[src/rtl/m_frame_serializer.sv]
`default_nettype none
// +--------------------------------------------------------------------------+
// | m_frame_serializer                                                       |
// | Double-buffered frame memory to serial telemetry line: each word becomes |
// | 2*DATA_W bit-doubled or Manchester symbols with phrase/group/cycle sync   |
// | markers. Optional BCD seconds counter when M_SEC_COUNTER_EN is defined.  |
// | Revision: 1.0                                                            |
// +--------------------------------------------------------------------------+
module m_frame_serializer #(
    parameter int DATA_W      = 12,
    parameter int ADDR_W      = 10,
    parameter int BIT_DIV     = 4,
    parameter int WRD_PER_PHR = 8,
    parameter int PHR_PER_GRP = 128,
    parameter int GRP_PER_CCL = 32,
    parameter int CCL_PER_FRM = 4
) (
    input  logic                             clk,
    input  logic                             reset,
    input  logic [DATA_W-1:0]                iData,
    input  logic                             iMode,
    output logic                             oRdEn,
    output logic [ADDR_W-1:0]                oAddr,
    output logic                             oSwitch,
    output logic                             oSerial,
    output logic [DATA_W-1:0]                oParallel,
    output logic                             oValid,
    output logic [1:0]                       oMarker,
    output logic [$clog2(PHR_PER_GRP)-1:0]   oPhr,
    output logic [$clog2(GRP_PER_CCL)-1:0]   oGrp,
    output logic [15:0]                      oSec
);

    localparam int c_NSYM  = 2 * DATA_W;
    localparam int c_SYM_W = $clog2(c_NSYM);
    localparam int c_PH_W  = $clog2(BIT_DIV);
    localparam int c_WRD_W = (WRD_PER_PHR > 1) ? $clog2(WRD_PER_PHR) : 1;
    localparam int c_PHR_W = $clog2(PHR_PER_GRP);
    localparam int c_GRP_W = $clog2(GRP_PER_CCL);
    localparam int c_CCL_W = (CCL_PER_FRM > 1) ? $clog2(CCL_PER_FRM) : 1;

    logic [c_PH_W-1:0]  phase_q, phase_d;
    logic [c_SYM_W-1:0] sym_q, sym_d;
    logic [DATA_W-1:0]  shreg_q, shreg_d;
    logic               mode_q, mode_d;
    logic [ADDR_W-1:0]  addr_q, addr_d;
    logic [c_WRD_W-1:0] wrd_q, wrd_d;
    logic [c_PHR_W-1:0] phr_q, phr_d;
    logic [c_GRP_W-1:0] grp_q, grp_d;
    logic [c_CCL_W-1:0] ccl_q, ccl_d;

    logic               serial_q, serial_d;
    logic               valid_q, valid_d;
    logic [DATA_W-1:0]  par_q, par_d;
    logic [1:0]         mark_q, mark_d;
    logic [c_PHR_W-1:0] phr_o_q, phr_o_d;
    logic [c_GRP_W-1:0] grp_o_q, grp_o_d;
    logic               rden_q, rden_d;
    logic [ADDR_W-1:0]  oaddr_q, oaddr_d;
    logic               switch_q, switch_d;

    logic       w_sym_start, w_phase_end, w_last_sym, w_load, w_rd;
    logic       w_wrd_wrap, w_phr_wrap, w_grp_wrap, w_ccl_wrap_pos;
    logic       w_grp_last, w_sync_a, w_sync_b, w_sync_c, w_frame_sync;
    logic [1:0] w_marker;
    logic       w_sym_bit, w_serial;

    assign w_sym_start = (phase_q == '0);
    assign w_phase_end = (phase_q == c_PH_W'(BIT_DIV - 1));
    assign w_last_sym  = (sym_q == c_SYM_W'(c_NSYM - 1));
    assign w_load      = w_phase_end && w_last_sym;
    assign w_rd        = w_sym_start && w_last_sym;

    assign w_wrd_wrap     = (wrd_q == c_WRD_W'(WRD_PER_PHR - 1));
    assign w_phr_wrap     = (phr_q == c_PHR_W'(PHR_PER_GRP - 1));
    assign w_grp_wrap     = (grp_q == c_GRP_W'(GRP_PER_CCL - 1));
    assign w_ccl_wrap_pos = (ccl_q == c_CCL_W'(CCL_PER_FRM - 1));

    // Frame sync pattern: the last group of a cycle uses a different phrase set
    assign w_grp_last = w_grp_wrap;
    assign w_sync_a   = w_grp_last &&
                        ((phr_q == c_PHR_W'(PHR_PER_GRP - 15)) || (phr_q == c_PHR_W'(PHR_PER_GRP - 7)) ||
                         (phr_q == c_PHR_W'(PHR_PER_GRP - 5))  || (phr_q == c_PHR_W'(PHR_PER_GRP - 1)));
    assign w_sync_b   = !w_grp_last &&
                        ((phr_q == c_PHR_W'(PHR_PER_GRP - 13)) || (phr_q == c_PHR_W'(PHR_PER_GRP - 11)) ||
                         (phr_q == c_PHR_W'(PHR_PER_GRP - 9))  || (phr_q == c_PHR_W'(PHR_PER_GRP - 3)));
    assign w_sync_c   = (ccl_q == '0) && (grp_q == '0) && (phr_q == c_PHR_W'(15));
    assign w_frame_sync = w_sync_a || w_sync_b || w_sync_c;

    assign w_marker = (wrd_q != '0) ? 2'b00 :
                      w_frame_sync  ? 2'b11 :
                      phr_q[0]      ? 2'b00 : 2'b10;

    assign w_sym_bit = shreg_q[DATA_W-1] ^ (mode_q & sym_q[0]);
    assign w_serial  = w_sym_bit |
                       ((sym_q == '0) & w_marker[1]) |
                       ((sym_q == c_SYM_W'(1)) & w_marker[0]);

    always_comb begin
        phase_d  = w_phase_end ? '0 : phase_q + 1'b1;
        sym_d    = sym_q;
        shreg_d  = shreg_q;
        mode_d   = mode_q;
        addr_d   = addr_q;
        wrd_d    = wrd_q;
        phr_d    = phr_q;
        grp_d    = grp_q;
        ccl_d    = ccl_q;
        serial_d = serial_q;
        valid_d  = 1'b0;
        par_d    = par_q;
        mark_d   = mark_q;
        phr_o_d  = phr_o_q;
        grp_o_d  = grp_o_q;
        rden_d   = w_rd;
        oaddr_d  = oaddr_q;
        switch_d = switch_q;

        if (w_phase_end) begin
            sym_d = w_last_sym ? '0 : sym_q + 1'b1;
        end

        if (w_load) begin
            shreg_d = iData;
            mode_d  = iMode;
            wrd_d   = w_wrd_wrap ? '0 : wrd_q + 1'b1;
            if (w_wrd_wrap) begin
                phr_d = w_phr_wrap ? '0 : phr_q + 1'b1;
                if (w_phr_wrap) begin
                    grp_d = w_grp_wrap ? '0 : grp_q + 1'b1;
                    if (w_grp_wrap) begin
                        ccl_d = w_ccl_wrap_pos ? '0 : ccl_q + 1'b1;
                    end
                end
            end
            // oaddr_q still holds the address of the read being loaded now
            if (oaddr_q == '0) begin
                switch_d = ~switch_q;
            end
        end else if (w_phase_end && sym_q[0]) begin
            shreg_d = shreg_q << 1;
        end

        if (w_sym_start) begin
            serial_d = w_serial;
            if (sym_q == '0) begin
                valid_d = 1'b1;
                par_d   = shreg_q;
                mark_d  = w_marker;
                phr_o_d = phr_q;
                grp_o_d = grp_q;
            end
        end

        if (w_rd) begin
            oaddr_d = addr_q;
            addr_d  = addr_q + 1'b1;
        end
    end

    always_ff @(posedge clk) begin
        if (reset) begin
            phase_q  <= '0;
            sym_q    <= '0;
            shreg_q  <= '0;
            mode_q   <= 1'b0;
            addr_q   <= '0;
            wrd_q    <= '0;
            phr_q    <= '0;
            grp_q    <= '0;
            ccl_q    <= '0;
            serial_q <= 1'b0;
            valid_q  <= 1'b0;
            par_q    <= '0;
            mark_q   <= 2'b00;
            phr_o_q  <= '0;
            grp_o_q  <= '0;
            rden_q   <= 1'b0;
            oaddr_q  <= '0;
            switch_q <= 1'b0;
        end else begin
            phase_q  <= phase_d;
            sym_q    <= sym_d;
            shreg_q  <= shreg_d;
            mode_q   <= mode_d;
            addr_q   <= addr_d;
            wrd_q    <= wrd_d;
            phr_q    <= phr_d;
            grp_q    <= grp_d;
            ccl_q    <= ccl_d;
            serial_q <= serial_d;
            valid_q  <= valid_d;
            par_q    <= par_d;
            mark_q   <= mark_d;
            phr_o_q  <= phr_o_d;
            grp_o_q  <= grp_o_d;
            rden_q   <= rden_d;
            oaddr_q  <= oaddr_d;
            switch_q <= switch_d;
        end
    end

`ifdef M_SEC_COUNTER_EN
    logic [15:0] sec_q, sec_d;
    logic        w_sec_inc;

    assign w_sec_inc = w_load && w_wrd_wrap && w_phr_wrap && w_grp_wrap && w_ccl_wrap_pos;

    // Four-digit BCD increment; 9999 rolls over to 0000
    always_comb begin
        logic v_carry;
        sec_d   = sec_q;
        v_carry = w_sec_inc;
        for (int i = 0; i < 4; i++) begin
            if (v_carry) begin
                if (sec_q[4*i +: 4] == 4'd9) begin
                    sec_d[4*i +: 4] = 4'd0;
                end else begin
                    sec_d[4*i +: 4] = sec_q[4*i +: 4] + 4'd1;
                    v_carry         = 1'b0;
                end
            end
        end
    end

    always_ff @(posedge clk) begin
        if (reset) begin
            sec_q <= '0;
        end else begin
            sec_q <= sec_d;
        end
    end

    assign oSec = sec_q;
`else
    assign oSec = 16'h0000;
`endif

    assign oRdEn     = rden_q;
    assign oAddr     = oaddr_q;
    assign oSwitch   = switch_q;
    assign oSerial   = serial_q;
    assign oParallel = par_q;
    assign oValid    = valid_q;
    assign oMarker   = mark_q;
    assign oPhr      = phr_o_q;
    assign oGrp      = grp_o_q;

endmodule
`default_nettype wire

[config.mk]
export PLATFORM = sky130hd
export DESIGN_NAME = m_frame_serializer
export DESIGN_NICKNAME = d
export VERILOG_FILES = /design/src/rtl/m_frame_serializer.sv
export SDC_FILE = /design/constraint.sdc
export NUM_CORES = 1
export LEC_CHECK = 0
export ABC_AREA = 1
export CORE_UTILIZATION = 55
export DETAILED_ROUTE_END_ITERATION = 10
export GPL_TIMING_DRIVEN = 0
export PLACE_DENSITY = 0.87
export SYNTH_ARGS = -nofsm -noshare
export SYNTH_HDL_FRONTEND = slang
export SYNTH_SLANG_ARGS = --single-unit
[constraint.sdc]
create_clock -name clk -period 5.2 [get_ports clk]
set_clock_uncertainty 0.05 [all_clocks]
set_input_delay 1.04 -clock clk [delete_from_list [all_inputs] [get_ports clk]]
set_output_delay 1.04 -clock clk [all_outputs]
set_load 0.01 [all_outputs]
## Word level (Yosys, flattened, before mapping)

Cells that the tools add are included.

| storage, ports and cells | value |
|---|---|
| register bits after elaboration | 87 |
| output and inout port bits | 56 |
| logic and storage cells | 89 |

| operators by class | value |
|---|---|
| add/subtract/negate cells | 7 |
| equality and inequality tests | 15 |
| multiplexer cells | 11 |
| bitwise logic cells | 8 |
| reduce and logical (&&, ||, !) cells | 30 |

Operators with widths:

| kind | count |
|---|---|
| equality test 7 bit (second input constant) | 8 |
| 2-to-1 mux 12 bit | 2 |
| adder 10 x 1 -> 10 bit (second input constant) | 1 |
| adder 5 x 1 -> 5 bit (second input constant) | 2 |
| equality test 5 bit (second input constant) | 2 |
| zero test 10 bit | 1 |
| zero test 5 bit | 2 |
| 2-to-1 mux 5 bit | 2 |
| logical OR 1 bit | 8 |
| 2-to-1 mux 2 bit | 4 |
| adder 7 x 1 -> 7 bit (second input constant) | 1 |
| equality test 7 x 4 -> 1 bit (second input constant) | 1 |
| logical AND 1 bit | 7 |
| 2-to-1 mux 7 bit | 1 |
| AND reduction 2 bit | 3 |
| equality test 5 x 1 -> 1 bit (second input constant) | 1 |
| adder 2 x 1 -> 2 bit (second input constant) | 2 |
| equality test 2 bit (second input constant) | 2 |
| zero test 2 bit | 2 |
| AND reduction 4 bit | 1 |
| OR reduction 2 bit | 2 |
| adder 3 x 1 -> 3 bit (second input constant) | 1 |
| AND 1 bit | 3 |
| equality test 3 bit (second input constant) | 1 |
| other kinds (9) | 11 |

## Logic depth before layout (Yosys ltp)

| depth | value |
|---|---|
| depth after elaboration | 12 |
| gate-level depth with buffers | 12 |
| depth with buffers taken out | 12 |

## Worst setup path after synthesis

Ideal clock, no wire load.

| timing | value |
|---|---|
| kind | input -> register |
| start point | input port reset |
| end point | register addr_q[9] |
| arrival time | 1657 ps |
| slack | 3366 ps |
| stages | 3 |
| path buffers | 2 |
| path through | clkbuf_1 -> clkbuf_1 -> nor2_1 |

RTL lines:

| item | line | source |
|---|---|---|
| from (decl) | 19 | `input logic reset,` |
| to (signal assigned) | 186 | `addr_q <= addr_d;` |
| to (decl) | 46 | `logic [ADDR_W-1:0] addr_q, addr_d;` |

No word-level cell between the ends.

## Worst setup path in the final report

| timing | value |
|---|---|
| start point | input port reset |
| end point | register shreg_q[7] |

RTL lines:

| item | line | source |
|---|---|---|
| to (signal assigned) | 184 | `shreg_q <= shreg_d;` |
| to (decl) | 44 | `logic [DATA_W-1:0] shreg_q, shreg_d;` |

No word-level cell between the ends.

==> flow_metrics.env <==
export IMPL_status="finished, final reports clean"
export IMPL_root_buffer="clkbuf_8"
export IMPL_cp_end_kind="register"
export IMPL_ctsLongestPathBuffers=2
export IMPL_firstDrtPassIters=4
export IMPL_worstPathCellList="clkdlybuf4s50_1 > clkbuf_1 > clkbuf_1 > nor2_1"
export IMPL_drv_cap=0
export IMPL_antenna_cells=0
export IMPL_drive_gt1_share_pct=9.027
export IMPL_worst_pin_slew_ns=0.5871
export IMPL_ant_nets=0
export IMPL_p_int_uw=947.8
export IMPL_io_buffers=54
export IMPL_post_route_period_util_pct=46.73
export IMPL_cts_htree_levels=3
export IMPL_fp_dieArea_um2=7275
export IMPL_tns_ns=0
export IMPL_power_density_nw_per_um2=275.6
export IMPL_hold_viol=0
export IMPL_p_clk_share_pct=30.7
export IMPL_pre_cts_ws_ns=2.371
export IMPL_critical_path_startpoint_type="input pin"
export IMPL_final_max_slew_violation_count=0
export IMPL_fmax_mhz=411.5
export IMPL_cp_common_cell="clkbuf_1"
export IMPL_path_clk_slew_ns=0.08
export IMPL_synth_top_area_share_pct=45.64
export IMPL_antenna_found_initial=0
export IMPL_grt_max_degree=14
export IMPL_setup_violations=0
export IMPL_synth_seq_cells=87
export IMPL_clkLatencyLatePin_ns=0.35
export IMPL_p_switching_uw=337.3
export IMPL_grt_pass1_wl_mm=14.57
export IMPL_synth_cells=482
export IMPL_drc=0
export IMPL_yosys_area_top_type="dfxtp_1"
export IMPL_viasPerCell=5.417
export IMPL_overflow=0
export IMPL_max_slew_margin_rel_pct=60.86
export IMPL_ios=71
export IMPL_rows=29
export IMPL_synth_most_common_cell="dfxtp_1"
export IMPL_wl_per_cell_um=13.79
export IMPL_postCtsSetupRepairBufs=0
export IMPL_hp_class="register to register"
export IMPL_cts_hold_buf=0
export IMPL_final_min_clock_period_ns=2.430
export IMPL_dr_total_vias=3478
export IMPL_cp_required_ns=5.38
export IMPL_p_leak_nw=1.842
export IMPL_cts_tree="yes"
export IMPL_die_w_um=85.30
export IMPL_critPathMaxStageDelay_ns=0.53
export IMPL_ctsResizeCount=0
export IMPL_synth_enable_flop_cells=0
export IMPL_finalNetCount=593
export IMPL_worst_slack_ns=2.770
export IMPL_ys_seq_area_share_pct=45.64
export IMPL_arrival_ns=2.61
export IMPL_rsz0062_at_grt="false"
export IMPL_switching_share_pct=26.25
export IMPL_synthDistinctLibCells=34
export IMPL_synth_area_leaders="dfxtp_1, a21oi_1, nand2_1"
export IMPL_ys_warn_count=0
export IMPL_whs_ns=0.4175
export IMPL_drt_iter0_drc=205
export IMPL_cts_sinks=87
export IMPL_fin_util_pct=71.38
export IMPL_gr_usage_all_layers_pct=25.49
export IMPL_syn_area_per_cell_um2=7.917
export IMPL_irDropWorstVdd_mv=0.1405
export IMPL_die_h_um=85.30
export IMPL_numCtsBuffers=9
export IMPL_crit_slowest_cell="clkdlybuf4s50_1"
export IMPL_totalWireLength_mm=8.853
export IMPL_grt_pass1_vias=3168
export IMPL_async_flop_share_pct=0
export IMPL_syn_to_final_growth_pct=22.16
export IMPL_core_area_um2=6531
export IMPL_place_hpwl_mm=6.327
export IMPL_fin_total_pwr_mw=1.285
export IMPL_synth_common_cells="dfxtp_1, nand2_1, a21oi_1, nor2_1, inv_1"
export IMPL_seqPwrFrac_pct=55.3
export IMPL_start_util_pct=58.43
export IMPL_syn_cell_area_um2=3816
export IMPL_synthFlopType="dfxtp_1"
export IMPL_comb_power_share_pct=14.0
export IMPL_worst_setup_path_type="input pin to register"
export IMPL_place_congestion=0.8881
export IMPL_crit_fanout=10
-- placed cells by master (no fill, tap or decap), drive strengths merged --
| cell | count |
|---|---|
| a211oi | 4 |
| a21oi | 56 |
| a221oi | 7 |
| a31oi | 5 |
| buf | 25 |
| clkbuf | 18 |
| clkdlybuf4s50 | 54 |
| clkinv | 4 |
| clkinvlp | 2 |
| conb | 16 |
| dfxtp | 87 |
| ha | 16 |
| inv | 52 |
| nand2 | 70 |
| nand3 | 21 |
| nand3b | 2 |
| nand4 | 5 |
| nor2 | 53 |
| nor3 | 19 |
| nor3b | 4 |
| nor4 | 2 |
| o21ai | 38 |
| xor2 | 5 |
-- worst max-delay path, delay by kind of cell --
| family | cells | cell delay (ns) |
|---|---|---|
| buffers and inverters | 3 | 1.45 |
| and+or+nand+nor | 1 | 0.11 |
-- final cells by class --
cell class	instances	area, um^2
Fill cell	512	1869
Inverter	54	205.2
Multi-Input combinational cell	323	1727
Clock buffer	10	127.6
Clock inverter	4	25.02
Sequential cell	87	1742
Buffer	33	198.9
Tap cell	77	96.34
Timing Repair Buffer	54	540.5
-- final timing paths --
kind	from	endpoint	slack (ns)	depth (start not counted)
worst max-delay path	reset	shreg_q[7]$_SDFFE_PP0P_	2.77	4
worst min-delay path	shreg_q[0]$_SDFFE_PP0P_	shreg_q[0]$_SDFFE_PP0P_	0.42	2
worst max register to register	phase_q[0]$_SDFF_PP0_	shreg_q[10]$_SDFFE_PP0P_	3.11	8
worst min register to register	shreg_q[0]$_SDFFE_PP0P_	shreg_q[0]$_SDFFE_PP0P_	0.42	2
-- power by group through the flow --
stage | Sequential, mW | Clock [mW] | Combinational (mW)
2_1_floorplan | 0.735 | 0 | 0.0816
3_5_place_dp | 0.725 | 0 | 0.178
6_report | 0.710 | 0.395 | 0.180
3_3_place_gp | 0.724 | 0 | 0.176
4_1_cts | 0.710 | 0.396 | 0.179
5_1_grt | 0.713 | 0.430 | 0.195
-- per-stage QoR --
| stage | instance area (um^2) | std cells |
|---|---|---|
| floorplan | 3872 | 497 |
| global placement | 4509 | 628 |
| detailed placement | 4509 | 628 |
| CTS | 4662 | 642 |
| global route | 4662 | 642 |
| finish | 4662 | 642 |
-- logic make-up after synthesis --
family,Yosys count,synth area share [%]
AOI/OAI and AO/OA,110,15.54
xor gates and xnor gates,5,1.147
adders and majority gates,16,5.246
buffers and inverters,87,10.59
DFF,87,45.64
other,1,0.09827
and+or+nand+nor,176,21.74
-- registers in the layout, summed over array words and instances, names as in the netlist, 3 cells and up --
register   cells
shreg_q       12
addr_q        10
oParallel     12
wrd_q          3
oPhr           7
phr_q          7
grp_q          5
oGrp           5
sym_q          5
oAddr         10
-- per-layer routing --
layer	vias up	wire, um	global-route usage, %
met1	1622	3818	31.68
met2	116	4326	43.55
met4	0	181	11.67
met5	-	0	0
met3	17	526	4.086
li1	1723	-	-
Note: power is estimated with default switching activity, not from simulation.
